`config.mk`:
```
export PLATFORM = sky130hd
export DESIGN_NAME = fetch_stage
export DESIGN_NICKNAME = d
export VERILOG_FILES = /design/src/rtl/fetch_stage.sv
export SDC_FILE = /design/constraint.sdc
export NUM_CORES = 1
export LEC_CHECK = 0
export ABC_AREA = 1
export CORE_ASPECT_RATIO = 2
export CORE_MARGIN = 10
export CORE_UTILIZATION = 49
export CTS_CLUSTER_SIZE = 10
export DETAILED_ROUTE_END_ITERATION = 6
export PLACE_DENSITY = 0.8
export SETUP_SLACK_MARGIN = 0.05
export SYNTH_ARGS = -nofsm -noshare
export SYNTH_HDL_FRONTEND = slang
export SYNTH_SLANG_ARGS = --single-unit
export TNS_END_PERCENT = 100
```
`constraint.sdc`:
```
create_clock -name clock -period 2.75 [get_ports clock]
set_input_delay 0.55 -clock clock [delete_from_list [all_inputs] [get_ports clock]]
set_output_delay 0.55 -clock clock [all_outputs]
set_load 0.02 [all_outputs]
```
`src/rtl/fetch_stage.sv`:
```
// fetch_stage: in-order instruction fetch front end. Issues sequential fetch
// requests, tags each response with its request PC from an in-order PC queue,
// buffers responses for the decoder, and discards stale responses after a
// redirect.
// Optional feature macro: FETCH_MISALIGN_CHECK_EN adds a sticky misalign_err
// output that flags redirects whose target has non-zero low bits.
module fetch_stage #(
    parameter logic [31:0] RESET_PC = 32'h0100_0000,
    parameter int          DEPTH    = 2
) (
    input  logic        clock,
    input  logic        reset_n,
`ifdef FETCH_MISALIGN_CHECK_EN
    output logic        misalign_err,
`endif
    output logic        imem_req_valid,
    input  logic        imem_req_ready,
    output logic [31:0] imem_req_addr,
    input  logic        imem_rsp_valid,
    input  logic [31:0] imem_rsp_data,
    output logic        inst_valid,
    input  logic        inst_ready,
    output logic [31:0] inst_data,
    output logic [31:0] inst_pc,
    input  logic        redirect_valid,
    input  logic [31:0] redirect_pc
);

    // state | meaning
    // BOOT  | one idle cycle after reset, no requests
    // RUN   | normal fetch, responses go into the buffer
    // FLUSH | dropping stale responses left over from a redirect
    localparam logic [1:0] BOOT  = 2'd0;
    localparam logic [1:0] RUN   = 2'd1;
    localparam logic [1:0] FLUSH = 2'd2;

    localparam int CW  = $clog2(DEPTH + 1);
    localparam int CW1 = CW + 1;
    localparam int PW  = (DEPTH > 1) ? $clog2(DEPTH) : 1;
    localparam logic [CW:0]   DEPTH_W = CW1'(DEPTH);
    localparam logic [PW-1:0] LAST_IX = PW'(DEPTH - 1);

    logic [1:0]    state;
    logic [31:0]   fetch_pc;
    logic [CW-1:0] inflight;
    logic [CW-1:0] discard_cnt;
    logic [CW-1:0] fifo_cnt;
    logic [PW-1:0] fifo_rd;
    logic [PW-1:0] fifo_wr;
    logic [31:0]   fifo_data [DEPTH];
    logic [31:0]   fifo_pc   [DEPTH];
    logic [PW-1:0] pcq_rd;
    logic [PW-1:0] pcq_wr;
    logic [31:0]   pcq       [DEPTH];

    logic          pop;
    logic          push;
    logic          req_fire;
    logic          flush;
    logic [CW:0]   occupancy;
    logic [CW-1:0] inflight_next;
    logic [CW-1:0] discard_dec;
    logic [31:0]   target_pc;

    function automatic logic [PW-1:0] ptr_inc(input logic [PW-1:0] p);
        return (p == LAST_IX) ? '0 : p + PW'(1);
    endfunction

    assign inst_valid = (fifo_cnt != '0) && !redirect_valid;
    assign inst_data  = fifo_data[fifo_rd];
    assign inst_pc    = fifo_pc[fifo_rd];
    assign pop        = inst_valid && inst_ready;

    // Request gating: in-flight plus buffered must stay below DEPTH; a pop this
    // cycle frees a slot so a full buffer can still issue a new request.
    always_comb begin
        occupancy      = {1'b0, inflight} + {1'b0, fifo_cnt} - {{CW{1'b0}}, pop};
        imem_req_valid = (state == RUN) && (occupancy < DEPTH_W);
        imem_req_addr  = fetch_pc;
        req_fire       = imem_req_valid && imem_req_ready;
        flush          = redirect_valid && (state != BOOT);
        push           = imem_rsp_valid && (state == RUN) && !redirect_valid;
        inflight_next  = inflight + CW'(req_fire) - CW'(imem_rsp_valid);
        discard_dec    = discard_cnt - CW'(imem_rsp_valid);
        target_pc      = redirect_pc & 32'hFFFF_FFFC;
    end

    // Control FSM, fetch PC and stale-response counter. On a redirect every
    // request still in flight after this edge (including one accepted now)
    // is stale.
    always_ff @(posedge clock or negedge reset_n) begin
        if (!reset_n) begin
            state       <= BOOT;
            fetch_pc    <= RESET_PC;
            discard_cnt <= '0;
        end else begin
            case (state)
                BOOT: begin
                    state <= RUN;
                    if (redirect_valid) fetch_pc <= target_pc;
                end
                RUN: begin
                    if (redirect_valid) begin
                        fetch_pc    <= target_pc;
                        discard_cnt <= inflight_next;
                        state       <= (inflight_next != '0) ? FLUSH : RUN;
                    end else if (req_fire) begin
                        fetch_pc <= fetch_pc + 32'd4;
                    end
                end
                FLUSH: begin
                    if (redirect_valid) begin
                        fetch_pc    <= target_pc;
                        discard_cnt <= inflight_next;
                        state       <= (inflight_next != '0) ? FLUSH : RUN;
                    end else begin
                        discard_cnt <= discard_dec;
                        if (discard_dec == '0) state <= RUN;
                    end
                end
                default: state <= BOOT;
            endcase
        end
    end

    // In-flight counter and in-order PC queue; every response retires the
    // oldest entry whether it is kept or dropped.
    always_ff @(posedge clock or negedge reset_n) begin
        if (!reset_n) begin
            inflight <= '0;
            pcq_rd   <= '0;
            pcq_wr   <= '0;
            for (int i = 0; i < DEPTH; i++) pcq[i] <= '0;
        end else begin
            inflight <= inflight_next;
            if (req_fire) begin
                pcq[pcq_wr] <= fetch_pc;
                pcq_wr      <= ptr_inc(pcq_wr);
            end
            if (imem_rsp_valid) pcq_rd <= ptr_inc(pcq_rd);
        end
    end

    // Instruction buffer toward the decoder; cleared wholesale on a redirect.
    always_ff @(posedge clock or negedge reset_n) begin
        if (!reset_n) begin
            fifo_cnt <= '0;
            fifo_rd  <= '0;
            fifo_wr  <= '0;
            for (int i = 0; i < DEPTH; i++) begin
                fifo_data[i] <= '0;
                fifo_pc[i]   <= '0;
            end
        end else if (flush) begin
            fifo_cnt <= '0;
            fifo_rd  <= '0;
            fifo_wr  <= '0;
        end else begin
            if (push) begin
                fifo_data[fifo_wr] <= imem_rsp_data;
                fifo_pc[fifo_wr]   <= pcq[pcq_rd];
                fifo_wr            <= ptr_inc(fifo_wr);
            end
            if (pop) fifo_rd <= ptr_inc(fifo_rd);
            fifo_cnt <= fifo_cnt + CW'(push) - CW'(pop);
        end
    end

`ifdef FETCH_MISALIGN_CHECK_EN
    // Sticky flag for redirect targets that are not word aligned.
    always_ff @(posedge clock or negedge reset_n) begin
        if (!reset_n) begin
            misalign_err <= 1'b0;
        end else if (redirect_valid && (redirect_pc[1:0] != 2'b00)) begin
            misalign_err <= 1'b1;
        end
    end
`endif

endmodule
```
==> results of run 1 <==
==> final cells by class <==
type                       count  area share (%)
timing repair buffer         216           16.23
clock buffer                  38           5.008
tap                          276           2.412
clock inverter                 1          0.2098
inverter                     124           3.251
sequential                   226           39.52
multi-input combinational    982           33.37
==> worst max-delay path: stages (launching register included) <==
cell	delay, ps
sky130_fd_sc_hd__dfrtp_1	370
sky130_fd_sc_hd__inv_2	70
sky130_fd_sc_hd__a21oi_4	130
sky130_fd_sc_hd__nand2_2	80
sky130_fd_sc_hd__inv_2	80
sky130_fd_sc_hd__ha_4	200
sky130_fd_sc_hd__inv_2	50
sky130_fd_sc_hd__nand2_2	40
sky130_fd_sc_hd__fa_2	560
sky130_fd_sc_hd__nand2_1	70
sky130_fd_sc_hd__nor2_2	160
sky130_fd_sc_hd__buf_6	140
==> report_power, final <==
group          total (mW)  switching [mW]  internal, mW
registers            5.75            1.01          4.74
clock network        3.14            1.27          1.87
logic                7.67            4.46          3.21
total                16.6            6.74          9.81
==> metal layers <==
metal,GRT usage (%),share of wire [%],vias up
met4,10.04,4.3,0
met2,37.92,54,296
li1,-,-,4719
met3,2.938,4.5,65
met5,0,0,-
met1,22.36,38,4598
==> through the flow <==
stage          setup slack, ps  TNS (ps)
4_1_cts                 -207.3     -7190
6_report                -260.0     -8325
3_3_place_gp            -798.7    -44820
2_1_floorplan           -175.4     -4457
3_5_place_dp            -894.0    -54230
5_1_grt                 -349.0    -14450
==> cells in the mapped netlist, drive strengths merged <==
cell,n
a21oi,7
and2,1
buf,36
clkbuf,33
clkinv,1
conb,1
dfrtp,225
dfstp,1
fa,1
ha,8
inv,123
mux2,30
nand2,560
nand3,38
nand3b,1
nand4,1
nor2,100
nor3,3
o21ai,216
or2,1
xnor2,4
xor2,7
==> registers in the layout (all words and copies together) (netlist names), 2 cells and up <==
| signal | count |
|---|---|
| imem_req_addr | 30 |
| discard_cnt | 2 |
| state | 2 |
| pcq | 60 |
| fifo_pc | 60 |
| fifo_cnt | 2 |
| inflight | 2 |
| fifo_data | 64 |
==> worst paths after layout <==
path | to | startpoint | slack (ps) | cells past startpoint
setup reg to reg | pcq[57] | fifo_cnt[0] | -220 | 18
setup / recovery | imem_req_valid | fifo_cnt[0] | -260 | 11
hold reg to reg | fifo_pc[14] | fifo_pc[14] | 470 | 2
min in group clock | fifo_pc[14] | fifo_pc[14] | 470 | 2
max in group asynchronous | imem_req_addr[24] | reset_n | 1900 | 2
hold / removal | imem_req_addr[2] | reset_n | -30 | 1
==> cell families (layout without fill, tap and decap cells) <==
| kind of cell | Yosys count | count (layout) |
|---|---|---|
| other | 1 | 4 |
| adder cells (fa/ha/maj) | 9 | 9 |
| AO/OA/AOI/OAI | 223 | 223 |
| AND/OR/NAND/NOR | 705 | 705 |
| XOR/XNOR | 11 | 11 |
| multiplexers | 30 | 30 |
| buffers and inverters | 193 | 379 |
| flip-flops | 226 | 226 |
==> timing repair <==
| item | CTS | global route |
|---|---|---|
| buffers inserted | 10 | 2 |
| pin swaps | 1 | 4 |
| setup endpoints to repair | 122 | 75 |
| endpoints found under the hold margin | 0 | 0 |
| resized for setup | 105 | 35 |
| cloned | 6 | 1 |
==> run_results.csv, run 1 <==
group,metric,value,unit
outcome,result_of_the_run,"complete, but fails checks",
outcome,violations_in_the_final_reports,"hold timing, setup timing",
route,vias_after_detailed_routing,9678,
power,max-vdd-ir-drop,0.6719,mV
timing,hold_viol,11,
critical_path,critical_path_peak_fanout,2,
layout,n_fill_cell,1839,
synth,synth.ff_latch_count,226,
timing,timing.slew.headroom,61.45,%
worst_hold_path,holdCritPathClass,"in -> async",
layout,final_cell_area,14320,um^2
run,maxCapViolations,0,
floorplanning,num_rows,77,
placed_design,buffer_ports.inserted,161,
route,drc_errors,0,
power,cellLeakagePower,7.124,nW
synth,synth.top_cells.by_area,"sky130_fd_sc_hd__dfrtp_1, sky130_fd_sc_hd__nand2_1, sky130_fd_sc_hd__o21ai_0",
grt,grt_start_max_net_pins,67,
layout,final_core_utilization,64.61,%
floorplanning,floorplan.initialDensity,49.87,%
timing,finClkSkew,10.31,ps
power,pwr_density_cell,1156,nW/um^2
timing,unrepaired_setup_endpoints_after_global_routing,"yes",
cts,clock_tree.buffer_depth,3,
timing,minimum_period_implied_by_the_final_worst_setup_slack,3010,ps
route,detailedRoute.firstPassIterationCount,7,
route,routed_via_density,5.195,
synth,synth.largest_area_cell,"sky130_fd_sc_hd__dfrtp_1",
synth,synth_cells,1398,
grt,grt_overflow_total,0,
layout,drive_gt1_share,14.24,%
route,drt-initial-drc-count,540,
timing,max_freq,0.3322,GHz
synth,synthesis.area_per_instance,7.905,um^2
layout,most-common-layout-cells,"sky130_fd_sc_hd__nand2_1, sky130_fd_sc_hd__dfrtp_1, sky130_fd_sc_hd__o21ai_0",
route,routed_wl,31.08,mm
critical_path,worst_setup_path_end_kind,"output pin",
layout,fin_cells,1863,
critical_path,worst-endpoint-required,2200,ps
floorplanning,design.core.area,22160,um^2
placed_design,placed_cells,1805,
placed_design,rd_place_congestion,0.9903,
power,totalPowerFinal,16.55,mW
layout,antenna_cells,0,
grt,groute.usage.overall,20.58,%
synth,post_synth_instance_area,11050,um^2
critical_path,critPathLaunchType,"register",
synth,area_fraction_in_compound_gates_after_synthesis,11.15,%
grt,first_global_vias,10030,
timing,setup_viol_count_final,55,
cts,path_clk_slew,60,ps
floorplanning,boundaryPins,168,
cts,cts-buffers-inserted,26,
floorplanning,die_y,232.4,um
grt,grt_first_pass_wirelength,50.32,mm
layout,finish.net_count,1655,
cts,ctsHoldBuffers,0,
floorplanning,die_outline_area,29320,um^2
layout,ff_latch_area,5658,um^2
synth,post_synth_fa_ha_maj_area_fraction,1.087,%
placed_design,dp.final_hpwl,20.74,mm
layout,total_area_of_multi_input_combinational_cells,4777,um^2
floorplanning,die_width,126.2,um
cts,h-tree-depth,1,
cts,clk_latency,520,ps
layout,area.growth.synth_to_final,29.55,%
timing,worst-slew-pin-transition,576.2,ps
critical_path,setup.worst_path.class,"reg -> out",
synth,synth_mux_area_share,3.057,%
synth,post_synth_and_or_nand_nor_area_fraction,25.03,%
cts,ctsRootBufferMaster,"sky130_fd_sc_hd__clkbuf_16",
synth,synth_cell_types,33,
synth,ys_warn_count,0,
timing,timing.final.ws_setup,-260.0,ps
critical_path,arrival,2460,ps
synth,synth_sequential_area_ratio,51.19,%
cts,tritoncts,"done",
layout,most_common_library_cell_in_the_layout_ignoring_fill_and_taps,"sky130_fd_sc_hd__nand2_1",
route,antenna_violating_nets_post_route,0,
timing,worst_hold_slack_after_final_layout,-30.98,ps
synth,dominant_combinational_cell_family_by_area_after_synthesis,"simple AND/OR/NAND/NOR gates",
synth,yosysTopAreaCellShare,50.95,%
synth,synth_xor_xnor_area_share,0.8718,%
route,average_detailed_routed_wire_length_per_instance,16.68,um
timing,finalCritPeriodShare,109.5,%
cts,clock-sinks,226,
timing,final-max-slew-violation-count,0,
placed_design,dpl-instance-area,13130,um^2
grt,grt_antenna_before_repair,0,
No activity file was read; power rests on OpenSTA's default activity.
==> run 2, diff against run 1 <==
ABC_AREA = default   (was 1)
PLACE_DENSITY = 0.81   (was 0.8)
clock period = 2.7 ns   (was 2.75 ns; I/O delays follow)
==> run_results.csv, run 2 <==
group,metric,value,unit
outcome,result_of_the_run,"complete, but fails checks",
outcome,violations_in_the_final_reports,"hold timing, setup timing",
synth,yosysTopAreaCellShare,52.05,%
timing,max_freq,0.3197,GHz
cts,h-tree-depth,1,
timing,setup_viol_count_final,84,
layout,area.growth.synth_to_final,32.45,%
route,average_detailed_routed_wire_length_per_instance,23.09,um
critical_path,setup.worst_path.class,"reg -> out",
synth,synthesis.area_per_instance,12.85,um^2
layout,top_register,"fifo_data",
placed_design,buffer_ports.inserted,161,
critical_path,worst-endpoint-required,2160,ps
placed_design,placed_cells,1267,
critical_path,worst_setup_path_end_kind,"output pin",
synth,ys_warn_count,0,
placed_design,dp.final_hpwl,20.44,mm
timing,final-max-slew-violation-count,0,
synth,most_frequently_used_cell_type_in_the_post_synthesis_netlist,"sky130_fd_sc_hd__mux2_2",
synth,synth.ff_latch_count,226,
layout,finish.net_count,1121,
grt,groute.usage.overall,21.14,%
critical_path,rr_endpoint,"state[0]",
cts,ctsRootBufferMaster,"sky130_fd_sc_hd__clkbuf_16",
synth,synthFlopType,"sky130_fd_sc_hd__dfrtp_1",
timing,finalCritPeriodShare,115.9,%
route,drc_errors,0,
cts,clock-sinks,226,
cts,tritoncts,"done",
floorplanning,die_width,125.1,um
synth,synth_edf_count,0,
cts,path_clk_slew,60,ps
critical_path,reg2regPathDepth,15,
critical_path,critPathLaunchType,"register",
layout,fin_cells,1323,
floorplanning,die_outline_area,28780,um^2
layout,most_common_library_cell_in_the_layout_ignoring_fill_and_taps,"sky130_fd_sc_hd__mux2_2",
layout,most-common-layout-cells,"sky130_fd_sc_hd__mux2_2, sky130_fd_sc_hd__dfrtp_1, sky130_fd_sc_hd__clkdlybuf4s50_1",
synth,synth_cells,842,
layout,flip_flop_count_of_the_largest_register_all_copies_and_words_added,64,
synth,netlist_top_cells_count,"sky130_fd_sc_hd__mux2_2, sky130_fd_sc_hd__dfrtp_1, sky130_fd_sc_hd__nor2_1",
route,drt-initial-drc-count,690,
timing,unrepaired_setup_endpoints_after_global_routing,"yes",
route,detailedRoute.firstPassIterationCount,5,
floorplanning,design.core.area,21680,um^2
worst_hold_path,holdCritPathClass,"in -> async",
grt,grt_antenna_before_repair,0,
critical_path,critical_path.reg2reg.startpoint,"fifo_cnt[1]",
power,cellLeakagePower,6.320,nW
critical_path,critical_path_peak_fanout,2,
synth,postSynth.asyncResetShare,100.0,%
timing,worst_hold_slack_after_final_layout,-32.19,ps
cts,cts-buffers-inserted,26,
synth,synth_cell_types,65,
layout,antenna_cells,0,
floorplanning,num_rows,76,
cts,clock_tree.buffer_depth,3,
critical_path,arrival,2590,ps
layout,drive_gt1_share,39.43,%
layout,biggest_regs,"fifo_data x64, fifo_pc x60, pcq x60",
grt,grt_start_max_net_pins,75,
grt,first_global_vias,8804,
placed_design,pre_cts_slack,-1151,ps
timing,finClkSkew,12.89,ps
timing,hold_viol,23,
cts,clk_latency,530,ps
route,antenna_violating_nets_post_route,0,
timing,worst-slew-pin-transition,637.8,ps
route,vias_after_detailed_routing,7883,
run,maxCapViolations,0,
power,totalPowerFinal,18.47,mW
synth,synth.top_cells.by_area,"sky130_fd_sc_hd__dfrtp_1, sky130_fd_sc_hd__mux2_2, sky130_fd_sc_hd__nor2_1",
synth,synth_sequential_area_ratio,52.30,%
placed_design,dpl-instance-area,13150,um^2
placed_design,rd_place_congestion,0.9175,
route,routed_wl,30.55,mm
timing,timing.slew.headroom,57.16,%
synth,post_synth_instance_area,10820,um^2
floorplanning,boundaryPins,168,
timing,timing.final.ws_setup,-428.0,ps
grt,grt_overflow_total,0,
timing,minimum_period_implied_by_the_final_worst_setup_slack,3128,ps
critical_path,register_to_register_path_setup_slack,-430,ps
power,pwr_density_cell,1289,nW/um^2
synth,synth.largest_area_cell,"sky130_fd_sc_hd__dfrtp_1",
route,routed_via_density,5.958,
floorplanning,die_y,230.1,um
power,max-vdd-ir-drop,0.6350,mV
floorplanning,floorplan.initialDensity,49.89,%
layout,final_cell_area,14330,um^2
grt,grt_first_pass_wirelength,49.32,mm
## run 2: cell count changes in the layout (fill, tap and decap cells not counted), sizes merged, moves of 17 or more
cell / before / now
buf: 56 / 73
nand4: 1 / 19
inv: 123 / 9
mux2: 30 / 276
nand2: 560 / 28
nor2: 100 / 34
dlygate4sd2: 43 / 63
o21ai: 216 / 22
nand3: 38 / 21
## run 2: timing repair
item / CTS / global route
endpoints found under the setup margin: 140 / 96
pin swaps: 7 / 3
gates resized for setup: 128 / 15
buffers inserted: 13 / 2
endpoints found under the hold margin: 0 / 0
hold buffers: 0 / 0
cloned: 8 / 0
## run 2: worst max-delay path by stage
stage | to | startpoint | depth (start not counted) | slack (ps)
final | imem_req_valid | fifo_cnt[1] | 8 | -430
after global routing | state[0] | fifo_cnt[1] | 15 | -550
after CTS | imem_req_valid | fifo_cnt[1] | 8 | -430
after detailed placement | state[0] | redirect_valid | 16 | -1150
after global placement | state[0] | redirect_valid | 16 | -1090
after floorplan | state[0] | redirect_valid | 16 | -940
## run 2: where the power goes
group | total, mW | switching [mW] | internal (mW)
clock network | 3.04 | 1.30 | 1.74
registers | 6.29 | 1.32 | 4.97
logic | 9.15 | 4.36 | 4.78
## run 2: routing by layer
layer  GRT usage [%]  wire [um]  vias to the layer above
met4           11.71       1827                        0
met3           4.470       1897                      102
met5               0          0                        -
met2           38.76      16460                      317
li1                -          -                     3478
met1           21.60      10360                     3986
## run 2: cells by family (layout without fill, tap and decap cells)
logic type | after synthesis | count (layout) | share of synthesized area, %
AO/OA/AOI/OAI | 94 | 94 | 6.015
XOR/XNOR | 12 | 12 | 0.9717
adder cells (fa/ha/maj) | 9 | 9 | 1.111
buffers and inverters | 73 | 278 | 3.054
flip-flops | 226 | 226 | 52.30
multiplexers | 281 | 281 | 29.20
other | 1 | 4 | 0.03467
AND/OR/NAND/NOR | 146 | 146 | 7.322
## run 2: metrics by stage
step           hold WS (ps)  utilization [%]  TNS (ps)
6_report             -32.19            66.08    -15780
3_5_place_dp          479.6            60.64    -76980
5_1_grt              0.3156            66.08    -21910
2_1_floorplan         244.4                -    -41780
3_3_place_gp          463.1            60.64    -72130
4_1_cts               3.049            66.00    -13790
## run 2: area by class of cell
class	count	area (um^2)
inverter	9	33.78
clock buffer	34	680.7
sequential	226	5658
timing repair buffer	233	2407
tap	273	341.6
clock inverter	2	21.27
multi-input combinational	546	5184
fill	1631	7355
## run 2: worst max-delay path, cell delays in order, from the launching register on
cell	delay (ps)
sky130_fd_sc_hd__dfrtp_1	380
sky130_fd_sc_hd__o21ba_4	220
sky130_fd_sc_hd__and2_4	140
sky130_fd_sc_hd__ha_4	200
sky130_fd_sc_hd__nand2b_4	140
sky130_fd_sc_hd__fa_2	530
sky130_fd_sc_hd__buf_4	110
sky130_fd_sc_hd__and4_4	230
sky130_fd_sc_hd__buf_6	120
==> run 3, diff against run 2 <==
SETUP_SLACK_MARGIN = default   (was 0.05)
==> run_results.csv, run 3 (synthesis gave the netlist of run 2 again) <==
group,metric,value,unit
outcome,result_of_the_run,"complete, but fails checks",
outcome,violations_in_the_final_reports,"hold timing, setup timing",
timing,max_freq,0.3188,GHz
floorplanning,die_y,230.1,um
route,antenna_violating_nets_post_route,0,
critical_path,critPathLaunchType,"register",
power,cellLeakagePower,6.387,nW
floorplanning,die_outline_area,28780,um^2
timing,final-max-slew-violation-count,0,
layout,finish.net_count,1118,
grt,first_global_vias,8742,
placed_design,rd_place_congestion,0.9175,
timing,minimum_period_implied_by_the_final_worst_setup_slack,3137,ps
timing,worst_hold_slack_after_final_layout,-45.36,ps
cts,clk_latency,530,ps
route,drc_errors,0,
grt,grt_antenna_before_repair,0,
placed_design,dp.final_hpwl,20.44,mm
run,maxCapViolations,0,
timing,worst-slew-pin-transition,651.5,ps
cts,clock_tree.buffer_depth,3,
layout,most-common-layout-cells,"sky130_fd_sc_hd__mux2_2, sky130_fd_sc_hd__dfrtp_1, sky130_fd_sc_hd__clkdlybuf4s50_1",
critical_path,arrival,3560,ps
route,average_detailed_routed_wire_length_per_instance,23.15,um
grt,grt_start_max_net_pins,75,
layout,antenna_cells,0,
route,routed_wl,30.56,mm
cts,ctsRootBufferMaster,"sky130_fd_sc_hd__clkbuf_16",
floorplanning,boundaryPins,168,
timing,finClkSkew,9.511,ps
grt,grt_first_pass_wirelength,49.22,mm
critical_path,critical_path_peak_fanout,4,
grt,groute.usage.overall,21.07,%
cts,h-tree-depth,1,
floorplanning,die_width,125.1,um
layout,final_core_utilization,66.12,%
layout,area.growth.synth_to_final,32.54,%
grt,grt_overflow_total,0,
layout,flip_flop_count_of_the_largest_register_all_copies_and_words_added,64,
floorplanning,floorplan.initialDensity,49.89,%
critical_path,setup.worst_path.class,"reg -> reg",
layout,n_fill_cell,1622,
power,pwr_density_cell,1293,nW/um^2
critical_path,worst-endpoint-required,3130,ps
layout,most_common_library_cell_in_the_layout_ignoring_fill_and_taps,"sky130_fd_sc_hd__mux2_2",
timing,hold_viol,19,
placed_design,buffer_ports.inserted,161,
floorplanning,num_rows,76,
timing,timing.final.ws_setup,-437.1,ps
layout,drive_gt1_share,39.06,%
timing,timing.slew.headroom,56.23,%
worst_hold_path,holdCritPathClass,"in -> async",
power,max-vdd-ir-drop,0.6367,mV
layout,final_cell_area,14340,um^2
timing,finalCritPeriodShare,116.2,%
route,drt-initial-drc-count,632,
cts,cts-buffers-inserted,26,
placed_design,dpl-instance-area,13150,um^2
route,vias_after_detailed_routing,7814,
floorplanning,design.core.area,21680,um^2
cts,path_clk_slew,60,ps
route,routed_via_density,5.920,
layout,biggest_regs,"fifo_data x64, fifo_pc x60, pcq x60",
critical_path,worst_setup_path_end_kind,"register",
layout,top_register,"fifo_data",
cts,tritoncts,"done",
route,detailedRoute.firstPassIterationCount,5,
timing,tns_setup,-15240,ps
cts,clock-sinks,226,
timing,unrepaired_setup_endpoints_after_global_routing,"yes",
timing,setup_viol_count_final,85,
-- run 3: cell types whose count changed in the layout (fill, tap and decap cells not counted), moves of 2 or more --
cell                              delta
sky130_fd_sc_hd__o21ai_0             +2
sky130_fd_sc_hd__dlymetal6s2s_1     +11
sky130_fd_sc_hd__buf_6               -2
sky130_fd_sc_hd__dlygate4sd2_1      -17
sky130_fd_sc_hd__clkdlybuf4s50_1     +6
-- run 3: cell type report --
class	instances	area, um^2	area share (%)
sequential	226	5658	39.47
multi-input combinational	546	5175	36.10
timing repair buffer	230	2426	16.92
clock buffer	34	680.7	4.748
tap	273	341.6	2.383
inverter	9	33.78	0.2356
clock inverter	2	21.27	0.1484
-- run 3: report_power, final --
part / switching, mW / total (mW) / internal (mW)
combinational: 4.35 / 9.21 / 4.85
clock: 1.30 / 3.04 / 1.74
sequential: 1.32 / 6.29 / 4.97
-- run 3: path summary, 6_finish.rpt --
| path | end | cells past startpoint | slack (ps) | startpoint |
|---|---|---|---|---|
| max in group asynchronous | imem_req_addr[24] | 2 | 1960 | reset_n |
| min | imem_req_addr[23] | 1 | -50 | reset_n |
| max reg2reg | state[0] | 15 | -440 | fifo_cnt[1] |
| min in group clock | fifo_data[44] | 1 | 490 | fifo_data[44] |
| min reg2reg | fifo_data[44] | 1 | 490 | fifo_data[44] |
| max | state[0] | 15 | -440 | fifo_cnt[1] |
-- run 3: worst max-delay path: stages (launching register included) --
cell and delay, ps:
sky130_fd_sc_hd__dfrtp_1 380, sky130_fd_sc_hd__o21ba_4 220, sky130_fd_sc_hd__and2_4 140, sky130_fd_sc_hd__ha_4 200
sky130_fd_sc_hd__nand2b_4 140, sky130_fd_sc_hd__fa_2 530, sky130_fd_sc_hd__nand4b_1 180, sky130_fd_sc_hd__nor2_4 140
sky130_fd_sc_hd__inv_2 60, sky130_fd_sc_hd__ha_4 260, sky130_fd_sc_hd__inv_2 40, sky130_fd_sc_hd__ha_4 160
sky130_fd_sc_hd__xnor2_4 130, sky130_fd_sc_hd__xnor2_2 210, sky130_fd_sc_hd__o21ai_1 90, sky130_fd_sc_hd__a21o_1 160
-- run 3: timing repair --
| action | CTS | global route |
|---|---|---|
| gates cloned | 8 | 0 |
| pin swaps | 7 | 4 |
| resized for setup | 109 | 26 |
| buffers inserted | 12 | 2 |
| hold buffers | 0 | 0 |
| endpoints found under the setup margin | 95 | 104 |
-- run 3: routing by layer --
metal  GRT usage [%]  wire (um)
met5               0          0
met4           10.92       1723
met3           4.032       1907
met2           39.09      16550
met1           21.70      10380
-- run 3: metrics by stage --
step           power (mW)  hold WS (ps)  setup WS (ps)  std cells
2_1_floorplan       11.39         244.4         -936.8        845
3_3_place_gp        14.80         463.1          -1089       1267
3_5_place_dp        15.08         479.6          -1151       1267
4_1_cts             18.63         3.049         -431.7       1322
5_1_grt             19.61         8.014         -550.5       1320
6_report            18.54        -45.36         -437.1       1320
